## src/rtl/uart_rx_deserializer.sv

```systemverilog
// UART receive deserializer: oversampled start detection, 3-sample majority bit recovery,
// optional parity and stop checking, single-cycle result strobes.
module uart_rx_deserializer #(
  parameter int DATA_WIDTH = 8,
  parameter int PRESCALE   = 8
) (
  input  logic                  CLK,
  input  logic                  RST,
  input  logic                  RX_IN,
  input  logic                  RX_tick,
  input  logic                  PAR_EN,
  input  logic                  PAR_TYP,
  output logic [DATA_WIDTH-1:0] P_DATA,
  output logic                  data_valid,
  output logic                  par_err,
  output logic                  stp_err,
  output logic                  busy,
  output logic [2:0]            dbg_state
);

  localparam int TW = $clog2(PRESCALE);
  localparam int BW = $clog2(DATA_WIDTH);

  localparam logic [TW-1:0] T_S0  = TW'(PRESCALE/2 - 1);
  localparam logic [TW-1:0] T_S1  = TW'(PRESCALE/2);
  localparam logic [TW-1:0] T_DEC = TW'(PRESCALE/2 + 1);
  localparam logic [TW-1:0] T_END = TW'(PRESCALE - 1);
  localparam logic [BW-1:0] B_LAST = BW'(DATA_WIDTH - 1);

  localparam logic [2:0] S_IDLE   = 3'd0;
  localparam logic [2:0] S_START  = 3'd1;
  localparam logic [2:0] S_DATA   = 3'd2;
  localparam logic [2:0] S_PARITY = 3'd3;
  localparam logic [2:0] S_STOP   = 3'd4;

  logic                  r_rx_meta;
  logic                  r_rx_s;
  logic [2:0]            r_state;
  logic [TW-1:0]         r_tcnt;
  logic [BW-1:0]         r_bcnt;
  logic                  r_s0;
  logic                  r_s1;
  logic [DATA_WIDTH-1:0] r_shift;
  logic                  r_par_bit;
  logic                  r_par_en;
  logic                  r_par_typ;
  logic [DATA_WIDTH-1:0] r_data;
  logic                  r_dv;
  logic                  r_pe;
  logic                  r_se;
  logic                  r_busy;

  logic       w_start;
  logic       w_dec_tick;
  logic       w_bit_end;
  logic       w_decision;
  logic       w_par_exp;
  logic       w_par_ok;
  logic [2:0] w_state_nxt;

  assign w_start    = (r_state == S_IDLE) && RX_tick && !r_rx_s;
  assign w_dec_tick = RX_tick && (r_tcnt == T_DEC);
  assign w_bit_end  = RX_tick && (r_tcnt == T_END);
  // Two captured samples plus the live one on the decision tick form the majority vote.
  assign w_decision = (r_s0 & r_s1) | (r_s0 & r_rx_s) | (r_s1 & r_rx_s);
  assign w_par_exp  = r_par_typ ? ~^r_shift : ^r_shift;
  assign w_par_ok   = !r_par_en || (r_par_bit == w_par_exp);

  always_comb begin
    w_state_nxt = r_state;
    case (r_state)
      S_IDLE:   if (w_start) w_state_nxt = S_START;
      S_START: begin
        if (w_dec_tick && w_decision) w_state_nxt = S_IDLE;
        else if (w_bit_end)           w_state_nxt = S_DATA;
      end
      S_DATA:   if (w_bit_end && (r_bcnt == B_LAST)) w_state_nxt = r_par_en ? S_PARITY : S_STOP;
      S_PARITY: if (w_bit_end) w_state_nxt = S_STOP;
      S_STOP:   if (w_dec_tick) w_state_nxt = S_IDLE;
      default:  w_state_nxt = S_IDLE;
    endcase
  end

  always_ff @(posedge CLK or posedge RST) begin
    if (RST) begin
      r_rx_meta <= 1'b1;
      r_rx_s    <= 1'b1;
    end else begin
      r_rx_meta <= RX_IN;
      r_rx_s    <= r_rx_meta;
    end
  end

  always_ff @(posedge CLK or posedge RST) begin
    if (RST) begin
      r_state   <= S_IDLE;
      r_busy    <= 1'b0;
      r_tcnt    <= '0;
      r_bcnt    <= '0;
      r_s0      <= 1'b1;
      r_s1      <= 1'b1;
      r_shift   <= '0;
      r_par_bit <= 1'b0;
      r_par_en  <= 1'b0;
      r_par_typ <= 1'b0;
    end else begin
      r_state <= w_state_nxt;
      r_busy  <= (w_state_nxt != S_IDLE);
      if (RX_tick) begin
        // The detecting tick is tick 0 of the start bit, so counting resumes at 1.
        if (r_state == S_IDLE)
          r_tcnt <= w_start ? TW'(1) : '0;
        else if ((w_state_nxt == S_IDLE) || (r_tcnt == T_END))
          r_tcnt <= '0;
        else
          r_tcnt <= r_tcnt + TW'(1);
        if (r_tcnt == T_S0) r_s0 <= r_rx_s;
        if (r_tcnt == T_S1) r_s1 <= r_rx_s;
      end
      if (w_bit_end && (r_state == S_START)) r_bcnt <= '0;
      else if (w_bit_end && (r_state == S_DATA)) r_bcnt <= r_bcnt + BW'(1);
      if (w_dec_tick && (r_state == S_DATA))
        r_shift <= {w_decision, r_shift[DATA_WIDTH-1:1]};
      if (w_dec_tick && (r_state == S_PARITY))
        r_par_bit <= w_decision;
      if (w_start) begin
        r_par_en  <= PAR_EN;
        r_par_typ <= PAR_TYP;
      end
    end
  end

  // The frame resolves on the stop bit's decision tick, not at its end, so a following start bit is caught.
  always_ff @(posedge CLK or posedge RST) begin
    if (RST) begin
      r_data <= '0;
      r_dv   <= 1'b0;
      r_pe   <= 1'b0;
      r_se   <= 1'b0;
    end else begin
      r_dv <= 1'b0;
      r_pe <= 1'b0;
      r_se <= 1'b0;
      if (w_dec_tick && (r_state == S_STOP)) begin
        r_dv <= w_decision && w_par_ok;
        r_pe <= !w_par_ok;
        r_se <= !w_decision;
        if (w_decision && w_par_ok) r_data <= r_shift;
      end
    end
  end

  assign P_DATA     = r_data;
  assign data_valid = r_dv;
  assign par_err    = r_pe;
  assign stp_err    = r_se;
  assign busy       = r_busy;
  assign dbg_state  = r_state;

endmodule

```

## config.mk

```make
export PLATFORM = sky130hd
export DESIGN_NAME = uart_rx_deserializer
export DESIGN_NICKNAME = d
export VERILOG_FILES = /design/src/rtl/uart_rx_deserializer.sv
export SDC_FILE = /design/constraint.sdc
export NUM_CORES = 1
export LEC_CHECK = 0
export CORE_MARGIN = 2
export CORE_UTILIZATION = 55
export DETAILED_ROUTE_END_ITERATION = 16
export GPL_ROUTABILITY_DRIVEN = 0
export PLACE_DENSITY = 0.81
export SLEW_MARGIN = 15
export SYNTH_ARGS = -nofsm -noshare
export SYNTH_HDL_FRONTEND = slang
export SYNTH_SLANG_ARGS = --single-unit
```

## constraint.sdc

```tcl
create_clock -name CLK -period 5.6 [get_ports CLK]
set_input_delay 0.56 -clock CLK [delete_from_list [all_inputs] [get_ports CLK]]
set_output_delay 0.56 -clock CLK [all_outputs]
set_load 0.01 [all_outputs]
```

# Word-level counts from Yosys, hierarchy flattened
# Index checks and enable logic that the tools add are counted.
# totals
elab_cells,77
output_inout_bits,15
reg_bits,36
inputBits,6
# classes
n_reduce_logical,27
eq_ne,10
n_addsub,2
bitwise_logic,5
muxes,17
# op_table
cell,count
$mux 3,11
$eq 3x3->1 const B,5
$pmux 3 s5,1
$logic_and 1x1->1,12
$eq 3x2->1 const B,3
$reduce_xnor 8->1,1
$reduce_xor 8->1,1
$add 3x1->3 const B,2
$logic_not 3->1,2
$reduce_and 2->1,3
$mux 1,5
$logic_not 1->1,4
$and 1x1->1,3
$eq 3x1->1 const B,1
$reduce_bool 3->1,1
$logic_or 1x1->1,2
$or 1x1->1,2
$reduce_bool 2->1,1
$eq 1x1->1,1

# Logic depth before layout (Yosys ltp)
# Gate-level depths: netlist of the first run.
# depth
ltp_word,10
ltp_mapped,7
ltp_nobuf,7

# Worst setup path before layout of the first run
# Ideal clock, no wire load.
# synth_timing
path_type,flip-flop to flip-flop
from,register r_shift[4]
to,register r_data[0] (netlist: P_DATA[0])
setup_ps,125
setup_slack_ps,3723
path_buffers,0
required_ps,5475
path_stages_with_launch,6
synth_period_minus_slack_ps,1877
t_arrival_ps,1753
cell_sequence,dfrtp_1 > xor2_1 > xnor3_1 > xnor2_2 > a21oi_4 > mux2_2
# synth_between
elab_chain_len,6
elab_cells_between_ends,7
classes_between,1 x eq/ne; 1 x mux; 5 x reduce/logical
# synth_rtl
element,line,text
"start, declared",43,logic [DATA_WIDTH-1:0] r_shift;
"start signal, assigned",123,"r_shift <= {w_decision, r_shift[DATA_WIDTH-1:1]};"
$reduce_xor 8->1 or $reduce_xnor 8->1 (tied branches),66,assign w_par_exp = r_par_typ ? ~^r_shift : ^r_shift;
$mux 1 *,66,
$eq 1x1->1 *,67,assign w_par_ok = !r_par_en || (r_par_bit == w_par_exp);
$logic_or 1x1->1 *,67,
$logic_and 1x1->1 *,148,if (w_decision && w_par_ok) r_data <= r_shift;
$reduce_and 2->1 (no source line) *,--,
"end signal, assigned",148,
"end, declared",47,logic [DATA_WIDTH-1:0] r_data;
# Every way passes the cells marked *; elsewhere a longest branch is shown, timed or not.
# A chain may end at the register's enable or synchronous reset.

# Final worst setup path of the first run
# layout_timing
from,input RX_tick
to,register r_tcnt[1]
# layout_between
elab_chain_len,8
elab_cells_between_ends,17
classes_between,9 x mux; 8 x reduce/logical
# layout_rtl
element,line,text
"start, declared",10,"input logic RX_tick,"
$logic_and 1x1->1 (on tied branches),"63, 61, 62",
"$mux 3, or another cell as far along",75,else if (w_bit_end) w_state_nxt = S_DATA;
$mux 3 (on tied branches),"74, 72, 77",
$pmux 3 s5,71,case (r_state)
$logic_not 3->1,113,else if ((w_state_nxt == S_IDLE) || (r_tcnt == T_END))
$logic_or 1x1->1,113,
$mux 3,113,
$mux 3,111,if (r_state == S_IDLE)
"end signal, assigned",112,r_tcnt <= w_start ? TW'(1) : '0;
"end signal, assigned",116,r_tcnt <= r_tcnt + TW'(1);
"end, declared",39,logic [TW-1:0] r_tcnt;
# Several ways; a longest one is shown, not always the timed one.

==> results of run 1 <==
-- synthesized netlist by cell type (all sizes together), types with 2 or more instances --
| library cell | n |
|---|---|
| nand3 | 6 |
| nor2b | 6 |
| ha | 7 |
| clkbuf | 3 |
| xnor2 | 5 |
| dfstp | 4 |
| inv | 5 |
| nor2 | 8 |
| a21oi | 3 |
| nor3 | 5 |
| a41oi | 2 |
| mux2 | 22 |
| o21ai | 6 |
| a31oi | 2 |
| xor2 | 2 |
| nand2b | 2 |
| dfrtp | 32 |
| nand2 | 11 |
| and3 | 2 |
| nand4 | 2 |
-- power groups by stage --
stage	clock [mW]	sequential, mW	combinational [mW]
6_report	0.126	0.361	0.230
5_1_grt	0.142	0.370	0.257
4_1_cts	0.132	0.361	0.230
3_5_place_dp	0	0.367	0.229
3_3_place_gp	0	0.364	0.217
2_1_floorplan	0	0.348	0.180
-- worst register-to-register path, cell delays in order (launching register included) --
cell,delay [ps]
dfrtp_1,440
ha_1,210
ha_1,220
and2_1,240
a2bb2oi_1,170
a21oi_1,100
nor3_1,410
o21ai_0,190
-- cell families after synthesis --
logic type | Yosys count | synth area share, %
and+or+nand+nor | 46 | 13.4
DFF | 36 | 51.9
muxes | 22 | 14.2
AOI/OAI and AO/OA | 18 | 7.25
buffers and inverters | 9 | 2.37
xor gates and xnor gates | 8 | 5.24
adders and majority gates | 8 | 5.60
-- path summary, 6_finish.rpt --
check	startpoint	end	slack [ps]	cells after the start
worst max register to register	r_tcnt[0]	r_tcnt[1]	3490	7
max in group asynchronous	RST	r_rx_meta	4620	3
min in group asynchronous	RST	r_shift[7]	640	3
worst max-delay path	RX_tick	r_tcnt[1]	3330	6
worst min register to register	r_rx_meta	r_rx_s	370	0
worst min-delay path	r_rx_meta	r_rx_s	370	0
-- cell type report --
type | count | area, µm² | area share, %
Sequential cell | 36 | 906 | 44.6
Multi-Input combinational cell | 102 | 797 | 39.2
Timing Repair Buffer | 21 | 208 | 10.2
Tap cell | 44 | 55.1 | 2.71
Clock buffer | 6 | 41.3 | 2.03
Inverter | 5 | 18.8 | 0.924
Clock inverter | 1 | 5.00 | 0.246
-- state kept, by name, summed over array words and instances, names as in the netlist --
register	count
par_err	1
r_s1	1
stp_err	1
r_tcnt	3
r_shift	8
busy	1
dbg_state	3
P_DATA	8
r_par_typ	1
r_rx_meta	1
data_valid	1
r_s0	1
r_bcnt	3
r_rx_s	1
r_par_bit	1
r_par_en	1
-- through the flow --
stage	setup slack (ps)	area, µm²	power, mW
2_1_floorplan	3720	1740	0.527
3_3_place_gp	3050	1980	0.581
5_1_grt	3160	2030	0.770
6_report	3330	2030	0.717
3_5_place_dp	2980	1980	0.595
4_1_cts	3350	2030	0.723
-- metal layers --
layer / routed length, µm / GRT usage [%] / up-vias / share of wire (%)
li1: - / - / 567 / -
met1: 1370 / 25.6 / 567 / 45
met2: 1480 / 29.8 / 33 / 49
met3: 104 / 4.55 / 8 / 3.4
met4: 90 / 13.3 / 0 / 2.9
met5: 0 / 0 / - / 0
==> out/metrics.yaml, run 1 <==
share_seq_of_total_power_pct: 50.4
yosysSeqAreaShare_pct: 51.9
rsz0062_at_grt: "no"
sw_frac_of_total_pct: 34.8
synthDominantCellAreaShare_pct: 45.9
grt_pass1_wl_mm: 5.07
drtIter0Drc: 61
die_h_um: 60.3
ios: 21
maxSlewViolCount: 0
via_per_inst: 5.47
drive_above_1_share_pct: 22.2
yosysWarnings: 0
mostFrequentLayoutCell: "dfrtp_1"
yosys.cell_types.count: 35
clockBufferDepth: 2
crit_family: "buffers and inverters"
cp_cell_sequence: "clkdlybuf4s50_1, and2_1, a2bb2oi_1, a21oi_1, nor3_1, o21ai_0"
diodes: 0
p_comb_share_pct: 32.0
first_pass_iters: 4
grt_max_degree: 37
drc: 0
cts.hold.buffers_added: 0
syn_to_final_growth_pct: 16.4
gr-total-overflow: 0
switchingPower_mw: 0.250
post-route-util_pct: 67.1
worst_pin_slew_ps: 597
nets: 184
cts_resized: 0
dp_hpwl_mm: 2.23
vias: 1175
wirelength_mm: 3.05
post-place-cells: 208
clkPwrFrac_pct: 17.6
cellPowerDensity_nw_per_um2: 353
antenna_found_initial: 0
min_period_ps: 2270
power_leakage_nw: 0.931
cts_tree: "done"
period_share_pct: 40.6
crit_fanout: 16
relSlewSlack_pct: 60.0
netlist_instances: 147
hold_class: "flip-flop to flip-flop"
cts_buffers: 5
portBuffers: 20
critical_path_buf_inv_count: 1
cts_root_buf: "clkbuf_4"
fillCellCount: 247
setup_viol: 0
die_w_um: 60.3
fmax_mhz: 440
design.core.area_um2: 3030
cts.reportedPaths.clkPinSlew_ps: 90
cp.arrival_ps: 2480
tns_ps: 0
drv_cap: 0
post_cts_buffers: 0
outcome: "finished, final reports clean"
synth_area_leaders: "dfrtp_1 (46%), mux2_2 (14%), dfstp_2 (6.0%)"
layout.cells.non_filler: 215
cts.sinks: 36
h-tree-depth: 2
yosys_register_bits: 36
dieArea_um2: 3640
postSynthAreaPerCell_um2: 11.9
critPathKind: "input port to flip-flop"
synth_nets: 160
hold_ws_ps: 366
synthArstFlopShare_pct: 100
cpPeakStageDelay_ps: 750
ant_nets: 0
internal-power_mw: 0.468
layout_common_cells: "dfrtp_1 (32), mux2_2 (22), clkdlybuf4s50_1 (20), nand2_1 (11), nor2_1 (8)"
wire_per_inst_um: 14.2
rows: 20
synth_area_um2: 1740
grt_usage_pct: 19.8
cpMaxStageDelayCell: "clkdlybuf4s50_1"
irDropWorstVdd_mv: 0.226
cp-start-kind: "input port"
hold_viol: 0
endpoint_kind: "flip-flop"
grt_pass1_vias: 1121
yosys.area.top_type: "dfrtp_1"
synth_edf_count: 0
clock-skew-final_ps: 3.94
clk_latency_ps: 350
start_util_pct: 57.6
required_ps: 5810
synth_flop_cell: "dfrtp_1"
Power figures use the tool's default switching activity.
==> inputs of run 2 (changes only) <==
--- a/config.mk
+++ b/config.mk
@@ -6,10 +6,10 @@
 export NUM_CORES = 1
 export LEC_CHECK = 0
 export CORE_MARGIN = 2
-export CORE_UTILIZATION = 55
+export CORE_UTILIZATION = 54
 export DETAILED_ROUTE_END_ITERATION = 16
 export GPL_ROUTABILITY_DRIVEN = 0
-export PLACE_DENSITY = 0.81
+export PLACE_DENSITY = 0.8
 export SLEW_MARGIN = 15
 export SYNTH_ARGS = -nofsm -noshare
 export SYNTH_HDL_FRONTEND = slang
==> constraint.sdc (replaced) <==
create_clock -name CLK -period 2.1 [get_ports CLK]
set_input_delay 0.21 -clock CLK [delete_from_list [all_inputs] [get_ports CLK]]
set_output_delay 0.21 -clock CLK [all_outputs]
set_load 0.01 [all_outputs]
==> out/metrics.yaml, run 2 (synthesis results as in run 1) <==
ios: 21  # unchanged
outcome: "finished, final reports clean"
cpMaxStageDelayCell: "xnor3_1"
start_util_pct: 57.1  # -0.47 points
gr-total-overflow: 0  # unchanged
grt_busiest_layer: "met2"
relSlewSlack_pct: 65.6  # +5.6 points
hold_viol: 0  # unchanged
cts_buffers: 5  # unchanged
cts.sinks: 36  # unchanged
critical_path_buf_inv_count: 1  # unchanged
grt_max_degree: 37  # unchanged
rows: 20  # unchanged
grt_util_met1_pct: 25.8  # +0.20 points
mostFrequentLayoutCell: "dfrtp_1"
crit_fanout: 9  # -7
worst_pin_slew_ps: 511  # -85.6 ps
fmax_mhz: 506
nets: 190  # +3.3%
ant_nets: 0  # unchanged
power_leakage_nw: 0.977  # +5.0%
clockBufferDepth: 2  # unchanged
drive_above_1_share_pct: 25.8  # +3.6 points
drv_cap: 0  # unchanged
reg2reg_to: "P_DATA[3]"
critPathKind: "flip-flop to flip-flop"
setup_viol: 0  # unchanged
first_pass_iters: 4  # unchanged
dieArea_um2: 3700  # +1.7%
rsz0062_at_grt: "no"
reg2reg_slack_ps: 130  # -3360 ps
antenna_found_initial: 0  # unchanged
cp.arrival_ps: 2200  # -280 ps
grt_pass1_vias: 1161  # +3.6%
drc: 0  # unchanged
r2r_cells: 6  # -1
layout_common_cells: "dfrtp_1 (31), mux2_2 (22), clkdlybuf4s50_1 (20), nand2_1 (11), nor2_1 (8)"
cts_root_buf: "clkbuf_4"
r2r-start: "r_shift[5]"
met3_usage_pct: 4.48  # -0.068 points
hold_ws_ps: 276  # -89.6 ps
grt_usage_pct: 19.3  # -0.51 points
cellPowerDensity_nw_per_um2: 994  # +180%
maxSlewViolCount: 0  # unchanged
cp-start-kind: "flip-flop"
required_ps: 2320  # -3490 ps
cts.reportedPaths.clkPinSlew_ps: 110  # +20 ps
dp_hpwl_mm: 2.24  # +0.39%
wire_per_inst_um: 13.8  # -2.9%
grt_pass1_wl_mm: 5.24  # +3.3%
met2_usage_pct: 31.3  # +1.5 points
via_per_inst: 5.38  # -1.6%
syn_to_final_growth_pct: 21.5
vias: 1194  # +1.6%
endpoint_kind: "flip-flop"
cpPeakStageDelay_ps: 450  # -300 ps
die_w_um: 60.8  # +0.85%
crit_family: "XOR/XNOR gates"
cp_cell_sequence: "xor2_1, xnor3_1, xnor2_2, a21oi_4, buf_12, mux2_2"
drtIter0Drc: 42  # -31%
irDropWorstVdd_mv: 0.619  # +170%
cts_tree: "done"
period_share_pct: 94.0
min_period_ps: 1970
h-tree-depth: 2  # unchanged
tns_ps: 0  # unchanged
portBuffers: 20  # unchanged
clock-skew-final_ps: 15.3  # +11.4 ps
design.core.area_um2: 3050  # +0.83%
clk_latency_ps: 330  # -20 ps
fillCellCount: 231  # -6.5%
wirelength_mm: 3.06  # +0.26%
hold_class: "input port to asynchronous set/reset pin"
die_h_um: 60.8  # +0.85%
diodes: 0  # unchanged
==> run 2: timing repair <==
item,CTS,global route
endpoints found under the setup margin,0,9
resized for setup,0,1
buffers inserted,0,1
hold buffers,0,0
==> run 2: where the power goes <==
group          switching, mW  total [mW]  internal (mW)
Sequential             0.111       0.936          0.825
Combinational          0.357       0.698          0.341
Clock                  0.224       0.473          0.250
Total                  0.692        2.11           1.42
==> run 2: metal layers <==
| layer | routed length (µm) | vias up |
|---|---|---|
| li1 | - | 575 |
| met1 | 1390 | 591 |
| met2 | 1520 | 24 |
| met3 | 113 | 4 |
| met4 | 31 | 0 |
| met5 | 0 | - |
==> run 2: through the flow <==
step	setup WS (ps)	std cells	utilization [%]	power, mW	area, µm²
2_1_floorplan	223	147	-	1.41	1740
3_3_place_gp	143	213	66.2	1.60	2020
3_5_place_dp	66.9	213	66.2	1.64	2020
4_1_cts	42.3	221	68.7	2.11	2100
5_1_grt	45.9	222	69.4	2.24	2120
6_report	125	222	69.4	2.11	2120
==> run 2: worst reg2reg max path, cell delays in order (launching register included) <==
cell,delay (ps)
dfrtp_1,430
xor2_1,170
xnor3_1,450
xnor2_2,190
a21oi_4,160
buf_12,140
mux2_2,330
==> run 2: worst max path at each step <==
stage,from,cells after the start,to,slack [ps]
finish,r_shift[5],6,P_DATA[3],130
global route,r_tcnt[0],7,r_tcnt[1],50
CTS,r_shift[5],5,P_DATA[4],40
detailed placement,r_shift[4],5,P_DATA[4],70
global placement,r_shift[4],5,P_DATA[6],140
floorplan,r_shift[4],5,P_DATA[0],220
==> run 2: cell type report <==
class | count | area, µm² | share of cell area, %
timing repair buffer | 27 | 265 | 12.5
tap | 44 | 55.1 | 2.60
multi-input combinational | 102 | 797 | 37.6
clock inverter | 2 | 35.0 | 1.65
sequential | 36 | 907 | 42.8
clock buffer | 6 | 41.3 | 1.95
inverter | 5 | 18.8 | 0.885
